### config.mk
export PLATFORM = sky130hd
export DESIGN_NAME = sha1_msg_pad
export DESIGN_NICKNAME = d
export VERILOG_FILES = /design/src/rtl/sha1_msg_pad.sv
export SDC_FILE = /design/constraint.sdc
export NUM_CORES = 1
export LEC_CHECK = 0
export ABC_AREA = 1
export BUFFER_PORTS_ARGS = -buffer_cell sky130_fd_sc_hd__buf_2
export CORE_UTILIZATION = 49
export DETAILED_ROUTE_END_ITERATION = 12
export GPL_TIMING_DRIVEN = 0
export PLACE_DENSITY = 0.76
export SLEW_MARGIN = 20
export SYNTH_ARGS = -nofsm -noshare
export SYNTH_HDL_FRONTEND = slang
export SYNTH_SLANG_ARGS = --single-unit
### constraint.sdc
create_clock -name wb_clk_i -period 2 [get_ports wb_clk_i]
set_input_delay 0.3 -clock wb_clk_i [delete_from_list [all_inputs] [get_ports wb_clk_i]]
set_output_delay 0.3 -clock wb_clk_i [all_outputs]
set_load 0.005 [all_outputs]
### src/rtl/sha1_msg_pad.sv
// ---------------------------------------------------------------------------
// sha1_msg_pad
//
// SHA-1 message padder sitting directly in front of the SHA-1 core inside the
// sha1_wb wishbone slave. Message words arrive big-endian, first byte in
// [31:24]. The padder forwards them and then appends the 0x80 marker, the zero
// fill and the 64-bit big-endian message bit length. The result leaves as
// 512-bit blocks, each streamed as sixteen words W0..W15. When the length
// field no longer fits in the current block, an extra block is produced, so
// the core only ever sees fully padded blocks.
//
// Optional feature:
//   SHA1_PAD_ABORT_EN  when defined, adds input 'abort'. abort=1 clears this
//                      block on the next edge exactly like wb_rst_i, taking
//                      precedence over any handshake in that cycle.
//                      When undefined there is no abort port.
//
// Parameters:
//   LEN_W        width of the bit-length counter; upper 64-LEN_W bits of the
//                length field are always zero, longer messages wrap
//
// Ports:
//   wb_clk_i     in   1   clock
//   wb_rst_i     in   1   synchronous active-high reset
//   abort        in   1   message abort (only with SHA1_PAD_ABORT_EN)
//   in_valid     in   1   input word valid
//   in_ready     out  1   input word accepted this cycle
//   in_data      in   32  message word, first byte in [31:24]
//   in_last      in   1   final word of the message
//   in_bytes     in   3   valid bytes of the final word (0..4)
//   out_valid    out  1   out_word valid
//   out_ready    in   1   core accepts out_word this cycle
//   out_word     out  32  block word W[out_idx]
//   out_idx      out  4   word index inside the block
//   out_blk_end  out  1   word is W15 of a block
//   out_msg_end  out  1   word is the last word of the message
//   busy         out  1   message in progress
// ---------------------------------------------------------------------------
module sha1_msg_pad #(
  parameter int LEN_W = 32
) (
  input  logic        wb_clk_i,
  input  logic        wb_rst_i,
`ifdef SHA1_PAD_ABORT_EN
  input  logic        abort,
`endif
  input  logic        in_valid,
  output logic        in_ready,
  input  logic [31:0] in_data,
  input  logic        in_last,
  input  logic [2:0]  in_bytes,
  output logic        out_valid,
  input  logic        out_ready,
  output logic [31:0] out_word,
  output logic [3:0]  out_idx,
  output logic        out_blk_end,
  output logic        out_msg_end,
  output logic        busy
);

  typedef enum logic [2:0] {
    PASS,
    MARK,
    ZERO,
    LEN_HI,
    LEN_LO
  } state_t;

  state_t            state;
  logic [LEN_W-1:0]  length;
  logic [3:0]        nxt_idx;
  logic [63:0]       len64;

  logic              clear;
  logic              out_free;

  logic [31:0]       tail_word;
  logic [LEN_W-1:0]  tail_bits;
  logic              tail_full;

  logic              emit;
  logic [31:0]       emit_word;
  logic              emit_msg_end;

`ifdef SHA1_PAD_ABORT_EN
  assign clear = wb_rst_i | abort;
`else
  assign clear = wb_rst_i;
`endif

  // The output register may take a new word when it is empty or its current
  // word is being consumed in this same cycle.
  assign out_free = !out_valid || out_ready;
  assign in_ready = (state == PASS) && out_free;

  assign len64 = 64'(length);

  // Shape the final message word: keep the valid leading bytes and place the
  // 0x80 marker right behind them. A full final word carries no marker; the
  // MARK state adds a separate marker word afterwards.
  always_comb begin
    tail_word = in_data;
    tail_bits = LEN_W'(32);
    tail_full = 1'b1;
    case (in_bytes)
      3'd0: begin
        tail_word = 32'h8000_0000;
        tail_bits = '0;
        tail_full = 1'b0;
      end
      3'd1: begin
        tail_word = {in_data[31:24], 24'h80_0000};
        tail_bits = LEN_W'(8);
        tail_full = 1'b0;
      end
      3'd2: begin
        tail_word = {in_data[31:16], 16'h8000};
        tail_bits = LEN_W'(16);
        tail_full = 1'b0;
      end
      3'd3: begin
        tail_word = {in_data[31:8], 8'h80};
        tail_bits = LEN_W'(24);
        tail_full = 1'b0;
      end
      default: begin
        tail_word = in_data;
        tail_bits = LEN_W'(32);
        tail_full = 1'b1;
      end
    endcase
  end

  // Word the current state would like to emit. It is only loaded into the
  // output register when out_free is set. ZERO stops emitting as soon as the
  // next index is 14, because W14/W15 belong to the length field.
  always_comb begin
    emit         = 1'b0;
    emit_word    = 32'h0;
    emit_msg_end = 1'b0;
    case (state)
      PASS: begin
        emit      = in_valid;
        emit_word = in_last ? tail_word : in_data;
      end
      MARK: begin
        emit      = 1'b1;
        emit_word = 32'h8000_0000;
      end
      ZERO: begin
        emit      = (nxt_idx != 4'd14);
        emit_word = 32'h0;
      end
      LEN_HI: begin
        emit      = 1'b1;
        emit_word = len64[63:32];
      end
      LEN_LO: begin
        emit         = 1'b1;
        emit_word    = len64[31:0];
        emit_msg_end = 1'b1;
      end
      default: begin
        emit = 1'b0;
      end
    endcase
  end

  // Padding FSM with registered output stage. nxt_idx is the index that the
  // next emitted word will carry; it wraps naturally at 16, which is what
  // pushes the length field into a second block when the marker lands at
  // W14 or W15.
  always_ff @(posedge wb_clk_i) begin
    if (clear) begin
      state       <= PASS;
      length      <= '0;
      nxt_idx     <= 4'd0;
      out_valid   <= 1'b0;
      out_word    <= 32'h0;
      out_idx     <= 4'd0;
      out_blk_end <= 1'b0;
      out_msg_end <= 1'b0;
      busy        <= 1'b0;
    end else begin
      if (out_free) begin
        out_valid <= emit;
        if (emit) begin
          out_word    <= emit_word;
          out_idx     <= nxt_idx;
          out_blk_end <= (nxt_idx == 4'd15);
          out_msg_end <= emit_msg_end;
          nxt_idx     <= nxt_idx + 4'd1;
        end
      end

      // A new message word wins over the end of the previous message.
      if (in_valid && in_ready) begin
        busy <= 1'b1;
      end else if (out_valid && out_ready && out_msg_end) begin
        busy <= 1'b0;
      end

      case (state)
        PASS: begin
          if (in_valid && out_free) begin
            length <= length + (in_last ? tail_bits : LEN_W'(32));
            if (in_last) begin
              state <= tail_full ? MARK : ZERO;
            end
          end
        end
        MARK: begin
          if (out_free) begin
            state <= ZERO;
          end
        end
        ZERO: begin
          if (nxt_idx == 4'd14) begin
            state <= LEN_HI;
          end
        end
        LEN_HI: begin
          if (out_free) begin
            state <= LEN_LO;
          end
        end
        LEN_LO: begin
          if (out_free) begin
            length <= '0;
            state  <= PASS;
          end
        end
        default: begin
          state <= PASS;
        end
      endcase
    end
  end

endmodule

Word-level counts from Yosys, hierarchy flattened
Index checks and enable logic that the tools add are counted.
{"block": "totals", "reg_bits": 79, "inputBits": 40}
{"block": "op_classes", "addsub": 2, "n_eq_ne": 16, "n_mux": 20, "n_reduce_logical": 16}
{"op": "$mux 32", "count": 4}
{"op": "$pmux 32 s4", "count": 1}
{"op": "$pmux 32 s3", "count": 1}
{"op": "$pmux 32 s2", "count": 1}
{"op": "$add 32x32->32", "count": 1}
{"op": "$pmux 6 s4", "count": 1}
{"op": "$mux 3", "count": 6}
{"op": "$pmux 3 s5", "count": 1}
{"op": "$eq 3x2->1 const B", "count": 4}
{"op": "$ne 2x2->1 const B", "count": 5}
{"op": "$eq 4x4->1 const B", "count": 2}
{"op": "$eq 3x1->1 const B", "count": 2}
{"op": "$logic_not 3->1", "count": 2}
{"op": "$reduce_and 6->1", "count": 1}
{"op": "$logic_and 1x1->1", "count": 5}
{"op": "$add 4x1->4 const B", "count": 1}
{"op": "$ne 4x4->1 const B", "count": 1}
{"op": "$reduce_bool 2->1", "count": 2}
{"op": "$reduce_or 4->1", "count": 1}
{"op": "$eq 3x3->1 const B", "count": 1}
{"op": "$mux 1", "count": 3}
{"op": "$pmux 1 s3", "count": 1}
{"op": "$reduce_and 3->1", "count": 1}
{"op": "$reduce_or 3->1", "count": 1}
{"op": "other kinds (5)", "count": 5}

Logic depth before layout (Yosys ltp)
{"block": "depth", "word_depth": 6, "mapped_depth": 15, "ltp_nobuf": 15}

Least setup slack after synthesis
No wires, ideal clock.
{"block": "synth_timing", "path_type": "in2reg", "startpoint": "input port in_bytes[2]", "endpoint": "register length[23]", "n_path_buf": 1, "path_stages": 15, "arrival_ps": 1999, "setup_ps": 110, "slack_ps": -108, "cell_sequence": "inv_1 nand2_1 nor2_1 ha_1 inv_1 fa_1 inv_1 nand3_1 nand2_1 nand3_1 nor2_4 buf_4 nand4_1 nand2_1 nor2_1"}
{"block": "synth_between", "elab_chain_len": 6, "elab_cells_between_ends": 9, "cone_classes": "1 x add/sub; 3 x eq/ne; 4 x mux; 1 x reduce/logical"}
{"element": "start: declaration", "line": "51", "source": "input logic [2:0] in_bytes,"}
{"element": "$eq 3x2->1, or another cell as far along", "line": "105", "source": "case (in_bytes)"}
{"element": "$pmux 6 s4 (*)", "line": "105"}
{"element": "$mux 32 (*)", "line": "206", "source": "length <= length + (in_last ? tail_bits : LEN_W'(32));"}
{"element": "$add 32x32->32 (*)", "line": "206"}
{"element": "$mux 32 (*)", "line": "205", "source": "if (in_valid && out_free) begin"}
{"element": "$pmux 32 s2 (*)", "line": "203", "source": "case (state)"}
{"element": "end signal: assignment", "line": "206"}
{"element": "end: declaration", "line": "70", "source": "logic [LEN_W-1:0] length;"}
Every way passes the cells marked *; elsewhere a longest branch is shown, timed or not. The select of a mux whose other input is x is not followed.
A chain may end at the register's enable or synchronous reset.

Worst setup path in the final report
{"block": "layout_timing", "startpoint": "register length[3]", "endpoint": "register length[23]"}
{"block": "layout_between", "elab_chain_len": 3}
{"element": "$add 32x32->32", "line": "206"}
{"element": "$mux 32", "line": "205"}
{"element": "$pmux 32 s2", "line": "203"}
Every way passes these cells. The select of a mux whose other input is x is not followed.

==> key figures <==
Status
  • Outcome: finished clean

Setup path
  • Crit path capture type: register
  • Critical path type: register to register
  • Startpoint types: register
  • FF-to-FF path depth: 12
  • Worst r2r dst: length[23]
  • Critical Path RT: ~2.3 ns
  • RR Startpoint: length[3]
  • CP max FO: 6
  • CP arrival: between 2 and 2.5 ns
  • FF-to-FF setup slack: roughly 0.13 ns

Route
  • Vias: roughly 4200
  • Post-Route WL: between 10000 and 15000 um
  • Antenna-violating nets left: 0
  • Drt initial violations: 217
  • Vias/cell: between 5 and 6
  • DRC Markers: 0
  • First-pass detailed-route iteration total: 5
  • Routed wire length per instance: ~14 um

GRT
  • Antenna violations before repair: 0
  • All-Layer GR Usage: 0.277
  • GRT overflow: 0
  • Pin count of the biggest net entering global routing: 16
  • First-pass GRT wire length: approximately 18000 um
  • Vias in the first global route: just under 4000

STA
  • Slew margin rel.: 0.622
  • Pins Over Slew Limit: 0
  • Fmax: ~530 MHz
  • Least-Margin Pin Slew: ~0.57 ns
  • Setup Skew: ~0.0088 ns
  • Minimum clock period: between 1.5 and 2 ns
  • Final setup fails: 0
  • Setup TNS: 0 ns
  • Crit share post-route: 0.936
  • Final Hold Viols: 0
  • Hold_ws: between 0.15 and 0.2 ns

Final layout
  • Proportion of layout cells with a drive suffix above 1: 0.190
  • Final Non-Filler Cells: roughly 800
  • Fin area: 4730 um^2
  • Diodes inserted: 0
  • Nets: approximately 740
  • Area growth syn-to-layout: 21.5%

Power and ir drop
  • Cell Int Power: roughly 3.5 mW
  • Sequential power share: 0.326
  • Maximum vdd ir drop: 0.000482 V
  • Clock share of power: 0.224
  • Sw Share: 0.434
  • Leak pwr: around 2.1 nW
  • NetSw: ~2.7 mW
  • Pwr dens: between 1000 and 1500 nW/um^2
  • Combinational fraction of design power: 0.450

Placed design
  • GPL Wtd Cong: approximately 0.91
  • Port Buffers: 79
  • HPWL after DPL: between 8000 and 9000 um
  • Dpl cell area: roughly 4400 um^2
  • Placed insts: just under 800

Min path
  • Hold Path Class: input port to register
  • Hold Path End: out_word[2]
  • WHS Path Cells: 3
  • Hold path startpoint: in_data[2]

Clocking
  • CTS root buf: clkbuf_8
  • Total CTS buffers: 9
  • Max clock buf depth: 2
  • Worst skew pair latency: around 0.35 ns
  • Max H-tree Level: 3
  • Worst-path clk slew: ~0.090 ns
  • CTS tree: built
  • Sinks on Clock Net: 76

Logic synthesis
  • Synth unique cells: 34
  • Mux contribution to synthesized area: 0
  • Mapped Area: slightly below 4000 um^2
  • Compound-Gate Fraction of Synth Area: 0.127
  • Syn. warnings: 0
  • Xor/xnor share of the synthesized area: 0.00675
  • Simple-gate area share of the yosys netlist: 0.369
  • Seq cells post-synth: 76
  • Post-Syn Nets: 647
  • Post-synthesis adder-cell area fraction: 0.0244
  • Largest family of logic cells by synthesized area: simple AND/OR/NAND/NOR gates
  • Syn Inst Count: 600
  • Syn_area_per_cell: 6.49 um^2
  • Seq/Total Area, Yosys: 0.391

Floorplan
  • Row count: 32
  • Chip width: slightly above 90 um
  • I/O pins: between 80 and 90
  • Core ar.: 7690 um^2
  • Die area: 8310 um^2
  • Die Height: between 90 and 100 um
  • Initial Util: 0.507

Flow run
  • Max Cap Viol: 0
-- placed cells by master (no fill, tap or decap), types with 2 or more instances in the layout --
master and count:
nand4_1 11, inv_2 3, inv_1 50, clkbuf_8 9, nor2_1 73, dfxtp_1 75, nand3_4 2, nor2_2 2
nand2_1 196, buf_4 9, nor3_1 7, nand3_1 44, o21ai_0 36, clkbuf_1 5, ha_1 5, a21oi_1 53
bufinv_16 2, nor2_4 3, buf_6 3, buf_2 85, xnor2_1 2, inv_6 3
-- layer usage --
| layer | global-route usage | part of all wire | vias to the layer above |
|---|---|---|---|
| li1 | - | - | 2115 |
| met1 | 0.367 | 0.45 | 1870 |
| met2 | 0.462 | 0.47 | 164 |
| met3 | 0.0369 | 0.060 | 22 |
| met4 | 0.0939 | 0.020 | 0 |
| met5 | 0 | 0 | - |
-- cell usage after synthesis --
| master | n | share of area |
|---|---|---|
| a21oi_1 | 53 | 0.068 |
| a2bb2oi_1 | 1 | 0.0022 |
| a31oi_1 | 1 | 0.0016 |
| and2_1 | 1 | 0.0016 |
| and3_1 | 1 | 0.0016 |
| buf_1 | 1 | 0.00096 |
| buf_2 | 6 | 0.0077 |
| buf_4 | 7 | 0.013 |
| buf_6 | 1 | 0.0029 |
| clkbuf_1 | 5 | 0.0048 |
| clkbuf_2 | 1 | 0.0013 |
| dfxtp_1 | 76 | 0.39 |
| fa_1 | 1 | 0.0051 |
| ha_1 | 6 | 0.019 |
| inv_1 | 51 | 0.049 |
| inv_2 | 2 | 0.0019 |
| nand2_1 | 198 | 0.19 |
| nand3_1 | 45 | 0.058 |
| nand3_2 | 1 | 0.0026 |
| nand3b_1 | 1 | 0.0019 |
| nand4_1 | 11 | 0.018 |
| nor2_1 | 74 | 0.071 |
| nor2_2 | 1 | 0.0016 |
| nor2_4 | 3 | 0.0087 |
| nor3_1 | 7 | 0.0090 |
| nor3_2 | 1 | 0.0026 |
| o211ai_1 | 1 | 0.0019 |
| o211ai_2 | 1 | 0.0032 |
| o21ai_0 | 36 | 0.046 |
| o21ai_1 | 1 | 0.0013 |
| o21ai_2 | 1 | 0.0022 |
| or2_2 | 1 | 0.0016 |
| xnor2_1 | 2 | 0.0045 |
| xor2_1 | 1 | 0.0022 |
-- what timing repair did --
item                                    CTS  global route
gates cloned                              1             0
endpoints found under the setup margin    6            19
hold buffers                              0             0
pin swaps                                 2             4
gates resized for setup                   4             7
setup buffers                             1             2
-- critical path, stage by stage (launching register included) --
cell	delay (ns)
dfxtp_2	0.37
ha_4	0.14
inv_1	0.04
fa_2	0.34
inv_1	0.06
nand3_1	0.07
nand2_2	0.13
nand3_4	0.10
nor2_4	0.18
buf_6	0.14
nand4_1	0.07
nand2_1	0.09
nor2_1	0.04
-- sequential cells by signal (all words and copies together), names as in the netlist --
| name | flops |
|---|---|
| out_idx | 4 |
| out_valid | 1 |
| busy | 1 |
| length | 29 |
| state | 3 |
| out_blk_end | 1 |
| nxt_idx | 4 |
| out_word | 32 |
| out_msg_end | 1 |
-- area by class of cell --
type / count / area, um^2
Fill cell: 768 / 2960
Multi-Input combinational cell: 450 / 2100
Sequential cell: 76 / 1520
Timing Repair Buffer: 83 / 429
Inverter: 53 / 199
Tap cell: 102 / 128
Buffer: 21 / 125
Clock buffer: 9 / 124
Clock inverter: 7 / 105
-- worst max-delay path by stage --
stage | startpoint | end | cells after the start
after floorplan | in_bytes[2] | length[23] | 15
after global placement | in_bytes[2] | length[27] | 16
after detailed placement | in_bytes[2] | length[23] | 16
after CTS | in_bytes[2] | length[23] | 16
after global routing | length[3] | length[13] | 11
final | length[3] | length[23] | 12
-- kinds of logic (layout without fill, tap and decap cells) --
kind of cell | count (synthesis) | count (layout)
AOI/OAI and AO/OA | 95 | 95
xor gates and xnor gates | 3 | 3
and+or+nand+nor | 345 | 345
adders and majority gates | 7 | 7
DFF | 76 | 76
buffers and inverters | 74 | 173
-- power groups by stage --
stage          combinational (mW)  clock [mW]  sequential [mW]
4_1_cts                      2.71        1.38             1.99
3_5_place_dp                 2.69           0             2.03
2_1_floorplan                1.81           0             2.02
6_report                     2.76        1.37             2.00
5_1_grt                      3.11        1.46             2.04
3_3_place_gp                 2.65           0             2.02
-- per-stage QoR --
step	total power, mW	util	setup WS (ns)
after detailed placement	4.72	0.576	-0.373
final	6.14	0.616	0.127
after global placement	4.67	0.576	-0.350
after CTS	6.08	0.609	0.00625
after floorplan	3.84	-	0.0120
after global routing	6.60	0.616	-0.00186
No activity file was read; power rests on OpenSTA's default activity.
